==> src/rtl/count_pkg.sv <==
`default_nettype none
// ============================================================================
// Module      : count_pkg
// Description : Shared widths and record types for the free-running counter
//               and its capture/timestamp consumer.
// Revision    : 1.0 - initial release
// ============================================================================
package count_pkg;

  localparam int CNT_W   = 8;
  localparam int EPOCH_W = 8;
  localparam int DEPTH   = 4;

  typedef logic [CNT_W-1:0]   cnt_t;
  typedef logic [EPOCH_W-1:0] epoch_t;

  typedef struct packed {
    epoch_t epoch;
    cnt_t   count;
  } rec_t;

endpackage
`default_nettype wire

==> src/rtl/capture_fifo.sv <==
`default_nettype none
// ============================================================================
// Module      : capture_fifo
// Description : Synchronous DEPTH-entry FIFO with occupancy count and a head
//               output taken straight from the storage flops.
// Revision    : 1.0 - initial release
// ============================================================================
module capture_fifo #(
  parameter int WIDTH = 16,
  parameter int DEPTH = 4
) (
  input  logic                     clk,
  input  logic                     rst_n,
  input  logic                     clr,
  input  logic                     push,
  input  logic                     pop,
  input  logic [WIDTH-1:0]         push_data,
  output logic                     full,
  output logic                     empty,
  output logic [$clog2(DEPTH):0]   level,
  output logic [WIDTH-1:0]         head_data
);

  localparam int            AW       = $clog2(DEPTH);
  localparam logic [AW:0]   FULL_LVL = (AW+1)'(DEPTH);

  logic [WIDTH-1:0] mem_q [DEPTH];
  logic [WIDTH-1:0] mem_d [DEPTH];
  logic [AW-1:0]    wr_ptr_q, wr_ptr_d;
  logic [AW-1:0]    rd_ptr_q, rd_ptr_d;
  logic [AW:0]      level_q, level_d;
  logic             wr_en, rd_en;

  assign full      = (level_q == FULL_LVL);
  assign empty     = (level_q == '0);
  // A full FIFO still accepts a write when the head leaves in the same cycle.
  assign wr_en     = push && (!full || pop);
  assign rd_en     = pop && !empty;
  assign level     = level_q;
  assign head_data = mem_q[rd_ptr_q];

  always_comb begin
    mem_d    = mem_q;
    wr_ptr_d = wr_ptr_q;
    rd_ptr_d = rd_ptr_q;
    level_d  = level_q;
    if (clr) begin
      wr_ptr_d = '0;
      rd_ptr_d = '0;
      level_d  = '0;
    end else begin
      if (wr_en) begin
        mem_d[wr_ptr_q] = push_data;
        wr_ptr_d        = wr_ptr_q + 1'b1;
      end
      if (rd_en) begin
        rd_ptr_d = rd_ptr_q + 1'b1;
      end
      case ({wr_en, rd_en})
        2'b10:   level_d = level_q + 1'b1;
        2'b01:   level_d = level_q - 1'b1;
        default: level_d = level_q;
      endcase
    end
  end

  always_ff @(posedge clk or negedge rst_n) begin
    if (!rst_n) begin
      for (int i = 0; i < DEPTH; i++) begin
        mem_q[i] <= '0;
      end
      wr_ptr_q <= '0;
      rd_ptr_q <= '0;
      level_q  <= '0;
    end else begin
      mem_q    <= mem_d;
      wr_ptr_q <= wr_ptr_d;
      rd_ptr_q <= rd_ptr_d;
      level_q  <= level_d;
    end
  end

endmodule
`default_nettype wire

==> src/rtl/count_capture.sv <==
`default_nettype none
// ============================================================================
// Module      : count_capture
// Description : Samples the running count on a strobe, tags it with a wrap
//               epoch and queues the records for a valid/ready consumer.
// Revision    : 1.0 - initial release
// ============================================================================
module count_capture
  import count_pkg::*;
#(
  parameter int CNT_W   = count_pkg::CNT_W,
  parameter int EPOCH_W = count_pkg::EPOCH_W,
  parameter int DEPTH   = count_pkg::DEPTH
) (
  input  logic                       clk,
  input  logic                       rst_n,
  input  logic [CNT_W-1:0]           count_in,
  input  logic                       capture,
  input  logic                       clear,
  output logic                       out_valid,
  input  logic                       out_ready,
  output logic [EPOCH_W+CNT_W-1:0]   out_data,
  output logic [$clog2(DEPTH):0]     level,
  output logic                       overflow
);

  logic [CNT_W-1:0]         cnt_q, cnt_d;
  logic [EPOCH_W-1:0]       epoch_q, epoch_d;
  logic                     overflow_q, overflow_d;
  logic                     wrap;
  logic [EPOCH_W-1:0]       epoch_eff;
  logic                     push, pop, drop;
  logic                     fifo_full, fifo_empty;
  logic [EPOCH_W+CNT_W-1:0] rec;

  assign wrap      = (cnt_q == '1) && (count_in == '0);
  // The epoch tag already includes a rollover seen in the capture cycle.
  assign epoch_eff = epoch_q + EPOCH_W'(wrap);
  assign rec       = {epoch_eff, count_in};
  assign push      = capture && !clear;
  assign pop       = out_valid && out_ready;
  assign drop      = push && fifo_full && !pop;
  assign out_valid = !fifo_empty;
  assign overflow  = overflow_q;

  always_comb begin
    cnt_d      = count_in;
    epoch_d    = epoch_eff;
    overflow_d = overflow_q | drop;
    if (clear) begin
      epoch_d    = '0;
      overflow_d = 1'b0;
    end
  end

  always_ff @(posedge clk or negedge rst_n) begin
    if (!rst_n) begin
      cnt_q      <= '0;
      epoch_q    <= '0;
      overflow_q <= 1'b0;
    end else begin
      cnt_q      <= cnt_d;
      epoch_q    <= epoch_d;
      overflow_q <= overflow_d;
    end
  end

  capture_fifo #(
    .WIDTH (EPOCH_W + CNT_W),
    .DEPTH (DEPTH)
  ) u_fifo (
    .clk       (clk),
    .rst_n     (rst_n),
    .clr       (clear),
    .push      (push),
    .pop       (pop),
    .push_data (rec),
    .full      (fifo_full),
    .empty     (fifo_empty),
    .level     (level),
    .head_data (out_data)
  );

endmodule
`default_nettype wire

==> config.mk <==
export PLATFORM = sky130hd
export DESIGN_NAME = count_capture
export DESIGN_NICKNAME = d
export VERILOG_FILES = /design/src/rtl/count_pkg.sv /design/src/rtl/capture_fifo.sv /design/src/rtl/count_capture.sv
export SDC_FILE = /design/constraint.sdc
export NUM_CORES = 1
export LEC_CHECK = 0
export CORE_MARGIN = 1
export CORE_UTILIZATION = 30
export DETAILED_ROUTE_END_ITERATION = 12
export GPL_ROUTABILITY_DRIVEN = 0
export HOLD_SLACK_MARGIN = 0.1
export PLACE_DENSITY_LB_ADDON = 0.15
export SYNTH_ARGS = -nofsm -noshare
export SYNTH_HDL_FRONTEND = slang
export SYNTH_SLANG_ARGS = --single-unit
==> constraint.sdc <==
create_clock -name clk -period 3.15 [get_ports clk]
set_input_delay 0.4725 -clock clk [delete_from_list [all_inputs] [get_ports clk]]
set_output_delay 0.4725 -clock clk [all_outputs]
set_load 0.02 [all_outputs]
==> flow_summary.yaml, run 1 <==
timing:
  maxSlewViolCount: 0
  hold-worst-slack_ps: 164
  skew_ps: 4.01
  fin_setup_tns_ps: 0
  post-route-period-util_pct: 81.8
  rsz0062_at_grt: "no"
  tightest_slew_ps: 801
  fin_crit_ps: 2580
  setup_ws_ps: 572
  final-hold-violation-count: 0
  max_slew_margin_pct: 46.1
  fmax_ghz: 0.388
  finalSetupViolations: 0
clocking:
  clk_pin_slew_ps: 60
  clkLatencyLatePin_ps: 340
  tritoncts: "done"
  cts_setup_buffers: 0
  numClockSinks: 88
  cts-root-buf: "clkbuf_16"
  cts.htree.levels: 3
  holdBufCountCts: 0
  ctsResizeCount: 0
  clock_path_buffers: 2
  cts_made_buffers: 9
layout:
  layout_common_cells: "dfrtp_1 (88), mux2_2 (62), clkdlybuf4s50_1 (32)"
  drive_above_1_share_pct: 39.0
  layout_commonest_cell: "dfrtp_1"
  antenna_cells: 0
  n_fill_cell: 1235
  nNetsFinal: 321
  area_growth_pct: 23.4
routing:
  wl_mm: 7.96
  drtIter0Drc: 68
  ant_nets: 0
  vias_per_cell: 4.64
  drt_first_pass_iters: 4
  vias: 2212
  drc: 0
  detail_route.wl_per_cell_um: 16.7
floorplanning:
  dieArea_um2: 13400
  die_w_um: 116
  design.core.area_um2: 12600
  pin_count: 34
  die_y_um: 116
  start_util_pct: 30.7
  num_rows: 41
global_route:
  grt_pass1_vias: 2391
  grt_max_degree: 52
  antenna_found_initial: 0
  grt_pass1_wl_mm: 13.1
  grt_overflow: 0
  grt_usage_pct: 13.7
outcome:
  outcome: "finished, final reports clean"
worst_setup_path:
  cp.arrival_ps: 2860
  crit_fanout: 6
  critPathRequiredTime_ps: 3430
  critPathKind: "primary input to register"
  startpoint_type: "primary input"
  end_kind: "register"
power_and_ir_drop:
  power_uw: 3310
  power_leakage_uw: 0.00218
  power.density_nw_per_um2: 690
  vdd_drop_max_mv: 0.254
synthesis:
  async_reset_ff_share_pct: 100
  yosys.area.top_type_share_pct: 56.8
  synth_area_leaders: "dfrtp_1 (57%), mux2_2 (18%), mux4_2 (9.3%), ha_1 (1.9%), mux2_4 (1.5%)"
  yosysSeqAreaShare_pct: 56.8
  synthCells: 251
  syn_area_um2: 3880
  synth_cell_types: 29
  synth-edff-count: 0
  synth_area_per_cell_um2: 15.5
  ys_ff_latch: 88
  synth_top_cell_by_area: "dfrtp_1"
  yosys_warnings: 0
  yosys_most_used_dff: "dfrtp_1"
  syn-num-nets: 271
job:
  cap_violations: 0
placement:
  preCtsSetupSlack_ps: 133
  numPortBuffers: 33
  hpwl_mm: 5.23
hold_path:
  hold_class: "primary input to asynchronous set/reset pin"
[path summary, 6_finish.rpt]
path | start | endpoint | slack, ps | cells after the start
max | count_in[1] | u_fifo.mem_q[47]$_DFFE_PN0P_ | 570 | 9
min | rst_n | u_fifo.mem_q[39]$_DFFE_PN0P_ | 160 | 1
max reg2reg | u_fifo.level[0]$_DFFE_PN0P_ | u_fifo.level[2]$_DFFE_PN0P_ | 730 | 6
min reg2reg | u_fifo.mem_q[10]$_DFFE_PN0P_ | u_fifo.mem_q[10]$_DFFE_PN0P_ | 500 | 1
max in group asynchronous | rst_n | cnt_q[0]$_DFF_PN0_ | 2220 | 2
min in group clk | u_fifo.mem_q[10]$_DFFE_PN0P_ | u_fifo.mem_q[10]$_DFFE_PN0P_ | 500 | 1
[metal layers]
metal / routed length [um] / GRT usage (%) / vias up
li1: - / - / 1009
met1: 3840 / 18.0 / 1154
met2: 3690 / 21.0 / 39
met3: 279 / 4.24 / 10
met4: 143 / 5.64 / 0
met5: 0 / 0 / -
[worst max-delay path, cell delays in order]
cell and delay [ps]:
clkdlybuf4s50_1 510, nor4_1 360, nand2_1 100, nor3_1 260, ha_1 230, nand3_1 150
nor3_1 220, xor2_1 330, mux2_2 220
[metrics by stage]
step	area (um^2)	utilization [%]	cells
final	4790	37.9	477
after global routing	4790	37.9	477
after CTS	4790	37.9	477
after detailed placement	4480	35.5	462
after global placement	4480	35.5	462
after floorplan	3880	-	251
[cells in the mapped netlist, types with 5 or more instances]
cell / number
ha_1: 6
nor2b_1: 5
and2_1: 6
mux4_2: 16
nor2_1: 9
nand2_1: 6
xnor2_1: 5
mux2_2: 62
dfrtp_1: 88
[report_power, final]
| part | switching [uW] | internal [uW] |
|---|---|---|
| combinational | 340 | 451 |
| clock | 418 | 672 |
| sequential | 105 | 1320 |
[registers in the layout, summed over array words and instances (netlist names)]
register,cells
u_fifo.wr_ptr_q,2
u_fifo.level,3
cnt_q,8
u_fifo.mem_q,64
overflow,1
epoch_q,8
u_fifo.rd_ptr_q,2
[layout make-up]
type	count	area, um^2	share of cell area (%)
multi-input cells	150	1600	33.3
flip-flops and latches	88	2200	46.0
inverters	4	15.0	0.314
well taps	172	215	4.50
clock inverters	3	40.0	0.836
clock buffers	12	267	5.57
repair buffers	48	453	9.46
[logic make-up after synthesis]
| group | Yosys count | share of synthesized area (%) |
|---|---|---|
| AOI/OAI and AO/OA | 7 | 1.06 |
| buffers and inverters | 13 | 2.10 |
| and+or+nand+nor | 44 | 6.48 |
| xor gates and xnor gates | 9 | 2.03 |
| DFF | 88 | 56.8 |
| adders and majority gates | 7 | 2.45 |
| muxes | 83 | 29.1 |
Note: power is estimated with default switching activity, not from simulation.
==> run 2: changes to the inputs <==
==> constraint.sdc (replaced) <==
create_clock -name clk -period 2.7 [get_ports clk]
set_input_delay 0.405 -clock clk [delete_from_list [all_inputs] [get_ports clk]]
set_output_delay 0.405 -clock clk [all_outputs]
set_load 0.02 [all_outputs]
==> flow_summary.yaml, run 2 (synthesis gave the netlist of run 1 again) <==
worst_setup_path:
  startpoint_type: "register"
  crit_fanout: 12
  cp.arrival_ps: 2100
  crit_start: "u_fifo.rd_ptr_q[0]$_DFFE_PN0P_"
  critPathMaxStageDelay_ps: 570
  critPathKind: "register to output pin"
  timing.rr.start: "u_fifo.level[0]$_DFFE_PN0P_"
  crit_chain: "buf_4 -> mux4_2 -> clkdlybuf4s50_1"
  path_buf_inv: 2
  crit_slowest_cell: "mux4_2"
  crit_family: "buffers and inverters"
  critPathRequiredTime_ps: 2300
  end_kind: "output pin"
clocking:
  holdBufCountCts: 0
  clk_pin_slew_ps: 60
  tritoncts: "done"
  cts-root-buf: "clkbuf_16"
  cts.htree.levels: 3
  clkLatencyLatePin_ps: 340
  numClockSinks: 88
  cts_made_buffers: 9
  clock_path_buffers: 2
layout:
  reg_top3: "u_fifo.mem_q: 64 flops, cnt_q: 8 flops, epoch_q: 8 flops"
  largest_reg_flops: 64
  multi_input_area_um2: 1610
  layout_common_cells: "dfrtp_1 (88), mux2_2 (62), clkdlybuf4s50_1 (32)"
  final_core_util_pct: 38.9
  drive_above_1_share_pct: 41.8
  antenna_cells: 0
  nNetsFinal: 331
  regArea_um2: 2200
  top_register: "u_fifo.mem_q"
  area_growth_pct: 26.7
  layout_commonest_cell: "dfrtp_1"
  n_fill_cell: 1221
routing:
  vias_per_cell: 4.58
  drtIter0Drc: 124
  ant_nets: 0
  detail_route.wl_per_cell_um: 16.6
  drt_first_pass_iters: 4
  wl_mm: 8.11
  drc: 0
  vias: 2235
job:
  cap_violations: 0
timing:
  tightest_slew_ps: 767
  final-hold-violation-count: 0
  finalSetupViolations: 0
  skew_ps: 6.67
  post-route-period-util_pct: 92.8
  rsz0062_at_grt: "no"
  fin_setup_tns_ps: 0
  maxSlewViolCount: 0
  hold-worst-slack_ps: 89.8
  setup_ws_ps: 194
  fin_crit_ps: 2510
  fmax_ghz: 0.399
  max_slew_margin_pct: 48.4
global_route:
  use_met3_pct: 3.03
  met2_usage_pct: 22.2
  top_usage_layer: "met2"
  antenna_found_initial: 0
  grt_max_degree: 50
  grt_pass1_wl_mm: 13.1
  grt_overflow: 0
  grt_use_met1_pct: 17.4
  grt_usage_pct: 13.6
  grt_pass1_vias: 2410
placement:
  preCtsSetupSlack_ps: -198
  numPortBuffers: 33
  hpwl_mm: 5.15
floorplanning:
  start_util_pct: 30.7
  design.core.area_um2: 12600
  die_w_um: 116
  dieArea_um2: 13400
  pin_count: 34
  num_rows: 41
  die_y_um: 116
power_and_ir_drop:
  power_uw: 3780
  power_leakage_uw: 0.00224
  vdd_drop_max_mv: 0.275
  power.density_nw_per_um2: 769
hold_path:
  hold_class: "primary input to asynchronous set/reset pin"
outcome:
  outcome: "finished, final reports clean"
==> run 2: layout make-up <==
class                      count  share of cell area, %
multi-input combinational    150                   32.7
inverter                       4                  0.306
sequential                    88                   44.8
timing repair buffer          58                   12.0
clock inverter                 5                  0.637
tap                          172                   4.38
clock buffer                  11                   5.14
==> run 2: worst paths after layout <==
path / to / slack [ps] / cells after the start
setup / recovery: out_data[15] / 190 / 3
hold / removal: u_fifo.mem_q[55]$_DFFE_PN0P_ / 90 / 1
setup reg to reg: u_fifo.level[2]$_DFFE_PN0P_ / 320 / 6
hold reg to reg: u_fifo.mem_q[27]$_DFFE_PN0P_ / 500 / 1
max in group asynchronous: u_fifo.mem_q[12]$_DFFE_PN0P_ / 1970 / 2
min in group clk: u_fifo.mem_q[27]$_DFFE_PN0P_ / 500 / 1
==> run 2: what timing repair did <==
action / 4_1_cts / 5_1_grt
endpoints found under the setup margin: 0 / 9
resized for setup: 0 / 2
setup buffers: 0 / 1
==> run 2: routing by layer <==
layer  vias to the layer above  wire length, um  part of all wire, %
li1                       1021                -                    -
met1                      1167             3810                   47
met2                        34             3890                   48
met3                        13              248                  3.1
met4                         0              156                  1.9
met5                         -                0                    0
==> run 2: power breakdown <==
part / switching, uW / internal, uW / leakage, uW
clock: 504 / 670 / 0.000141
combinational: 398 / 540 / 0.000947
sequential: 123 / 1540 / 0.00116
total: 1030 / 2750 / 0.00224
==> run 2: stage by stage <==
| step | std cells | instance area (um^2) |
|---|---|---|
| after CTS | 487 | 4890 |
| after global routing | 488 | 4910 |
| after global placement | 471 | 4610 |
| after floorplan | 251 | 3880 |
| final | 488 | 4910 |
| after detailed placement | 471 | 4610 |
==> run 2: worst reg2reg max path, stage by stage (launching register included) <==
cell	delay (ps)
dfrtp_1	460
o31ai_1	710
a21oi_1	110
fa_1	420
nor3_1	190
a31oi_1	70
mux2_2	310
==> run 3: changes to the inputs <==
--- a/config.mk
+++ b/config.mk
@@ -11,6 +11,7 @@
 export GPL_ROUTABILITY_DRIVEN = 0
 export HOLD_SLACK_MARGIN = 0.1
 export PLACE_DENSITY_LB_ADDON = 0.15
+export REMOVE_ABC_BUFFERS = 1
 export SYNTH_ARGS = -nofsm -noshare
 export SYNTH_HDL_FRONTEND = slang
 export SYNTH_SLANG_ARGS = --single-unit
==> flow_summary.yaml, run 3 (synthesis gave the netlist of run 1 again) <==
layout:
  nNetsFinal: 335
  area_growth_pct: 26.9
  layout_commonest_cell: "dfrtp_1"
  reg_top3: "u_fifo.mem_q: 64 flops, cnt_q: 8 flops, epoch_q: 8 flops"
  largest_reg_flops: 64
  antenna_cells: 0
  layout_common_cells: "dfrtp_1 (88), mux2_2 (62), clkdlybuf4s50_1 (32)"
  top_register: "u_fifo.mem_q"
  drive_above_1_share_pct: 41.1
floorplanning:
  die_y_um: 116
  dieArea_um2: 13400
  die_w_um: 116
  start_util_pct: 30.7
  num_rows: 41
  pin_count: 34
  design.core.area_um2: 12600
power_and_ir_drop:
  power_leakage_uw: 0.00226
  vdd_drop_max_mv: 0.258
  power.density_nw_per_um2: 798
outcome:
  outcome: "finished, final reports clean"
clocking:
  clk_pin_slew_ps: 60
  numClockSinks: 88
  cts.htree.levels: 3
  ctsResizeCount: 0
  cts-root-buf: "clkbuf_16"
  clock_path_buffers: 2
  cts_setup_buffers: 0
  tritoncts: "done"
  cts_made_buffers: 9
  clkLatencyLatePin_ps: 340
worst_setup_path:
  cp.arrival_ps: 2120
  critPathKind: "register to output pin"
  crit_fanout: 13
  crit_start: "u_fifo.rd_ptr_q[0]$_DFFE_PN0P_"
  timing.rr.start: "u_fifo.level[0]$_DFFE_PN0P_"
  critPathRequiredTime_ps: 2300
  end_kind: "output pin"
  startpoint_type: "register"
routing:
  vias_per_cell: 4.61
  wl_mm: 7.95
  drc: 0
  met1_length_mm: 3.80
  highest_layer: "met4"
  route.met2.wl_mm: 3.71
  wl_met3_um: 369
  drtIter0Drc: 95
  detail_route.wl_per_cell_um: 16.2
  drt_first_pass_iters: 4
  ant_nets: 0
  vias: 2262
timing:
  final-hold-violation-count: 0
  rsz0062_at_grt: "no"
  hold-worst-slack_ps: 497
  maxSlewViolCount: 0
  max_slew_margin_pct: 46.0
  skew_ps: 6.15
  post-route-period-util_pct: 93.4
  fmax_ghz: 0.396
  fin_crit_ps: 2520
  tightest_slew_ps: 803
  finalSetupViolations: 0
  fin_setup_tns_ps: 0
global_route:
  grt_overflow: 0
  grt_max_degree: 41
  grt_pass1_vias: 2337
  grt_usage_pct: 13.4
  grt_pass1_wl_mm: 13.0
  antenna_found_initial: 0
job:
  cap_violations: 0
placement:
  numPortBuffers: 33
  hpwl_mm: 5.27
hold_path:
  hold_start: "u_fifo.mem_q[27]$_DFFE_PN0P_"
  hold_class: "register to register"
==> run 3: timing repair <==
item / in CTS / in global routing
setup endpoints to repair: 0 / 0
hold buffers: 1 / 0
endpoints found under the hold margin: 38 / 0
==> run 3: worst paths after layout <==
| path | to | slack, ps | cells past startpoint |
|---|---|---|---|
| min in group asynchronous | u_fifo.mem_q[39]$_DFFE_PN0P_ | 580 | 2 |
| max reg2reg | u_fifo.level[2]$_DFFE_PN0P_ | 280 | 6 |
| min | u_fifo.mem_q[27]$_DFFE_PN0P_ | 500 | 1 |
| max in group asynchronous | u_fifo.mem_q[10]$_DFFE_PN0P_ | 1350 | 3 |
| max | out_data[12] | 180 | 3 |
| min reg2reg | u_fifo.mem_q[27]$_DFFE_PN0P_ | 500 | 1 |
==> run 3: final cells by class <==
cell class | count | area [um^2]
Clock buffer | 12 | 256
Clock inverter | 3 | 65.1
Fill cell | 1243 | 7700
Inverter | 4 | 15.0
Multi-Input combinational cell | 150 | 1600
Sequential cell | 88 | 2200
Tap cell | 172 | 215
Timing Repair Buffer | 62 | 573
==> run 3: metrics by stage <==
stage               worst slack, ps  util [%]  area, um^2  total power, uW  std cells
CTS                             116      39.0        4920             4000        491
global placement               -208      36.4        4590             2620        475
detailed placement             -173      36.4        4590             2640        475
global route                   63.1      39.0        4920             4150        491
floorplan                       420         -        3810             2250        242
finish                          178      39.0        4920             3930        491
==> run 3: critical path, stage by stage (launching register included) <==
cell,delay (ps)
dfrtp_1,340
buf_4,310
mux4_2,560
clkdlybuf4s50_1,570
==> run 3: where the power goes <==
group / switching (uW) / total, uW / internal [uW]
sequential: 114 / 1650 / 1540
clock: 480 / 1330 / 854
combinational: 401 / 939 / 538
total: 996 / 3930 / 2930
==> run 3: layer usage <==
layer | GRT usage [%] | vias up
met5 | 0 | -
met4 | 3.59 | 0
met3 | 4.29 | 7
met2 | 21.4 | 45
met1 | 17.6 | 1178
li1 | - | 1032
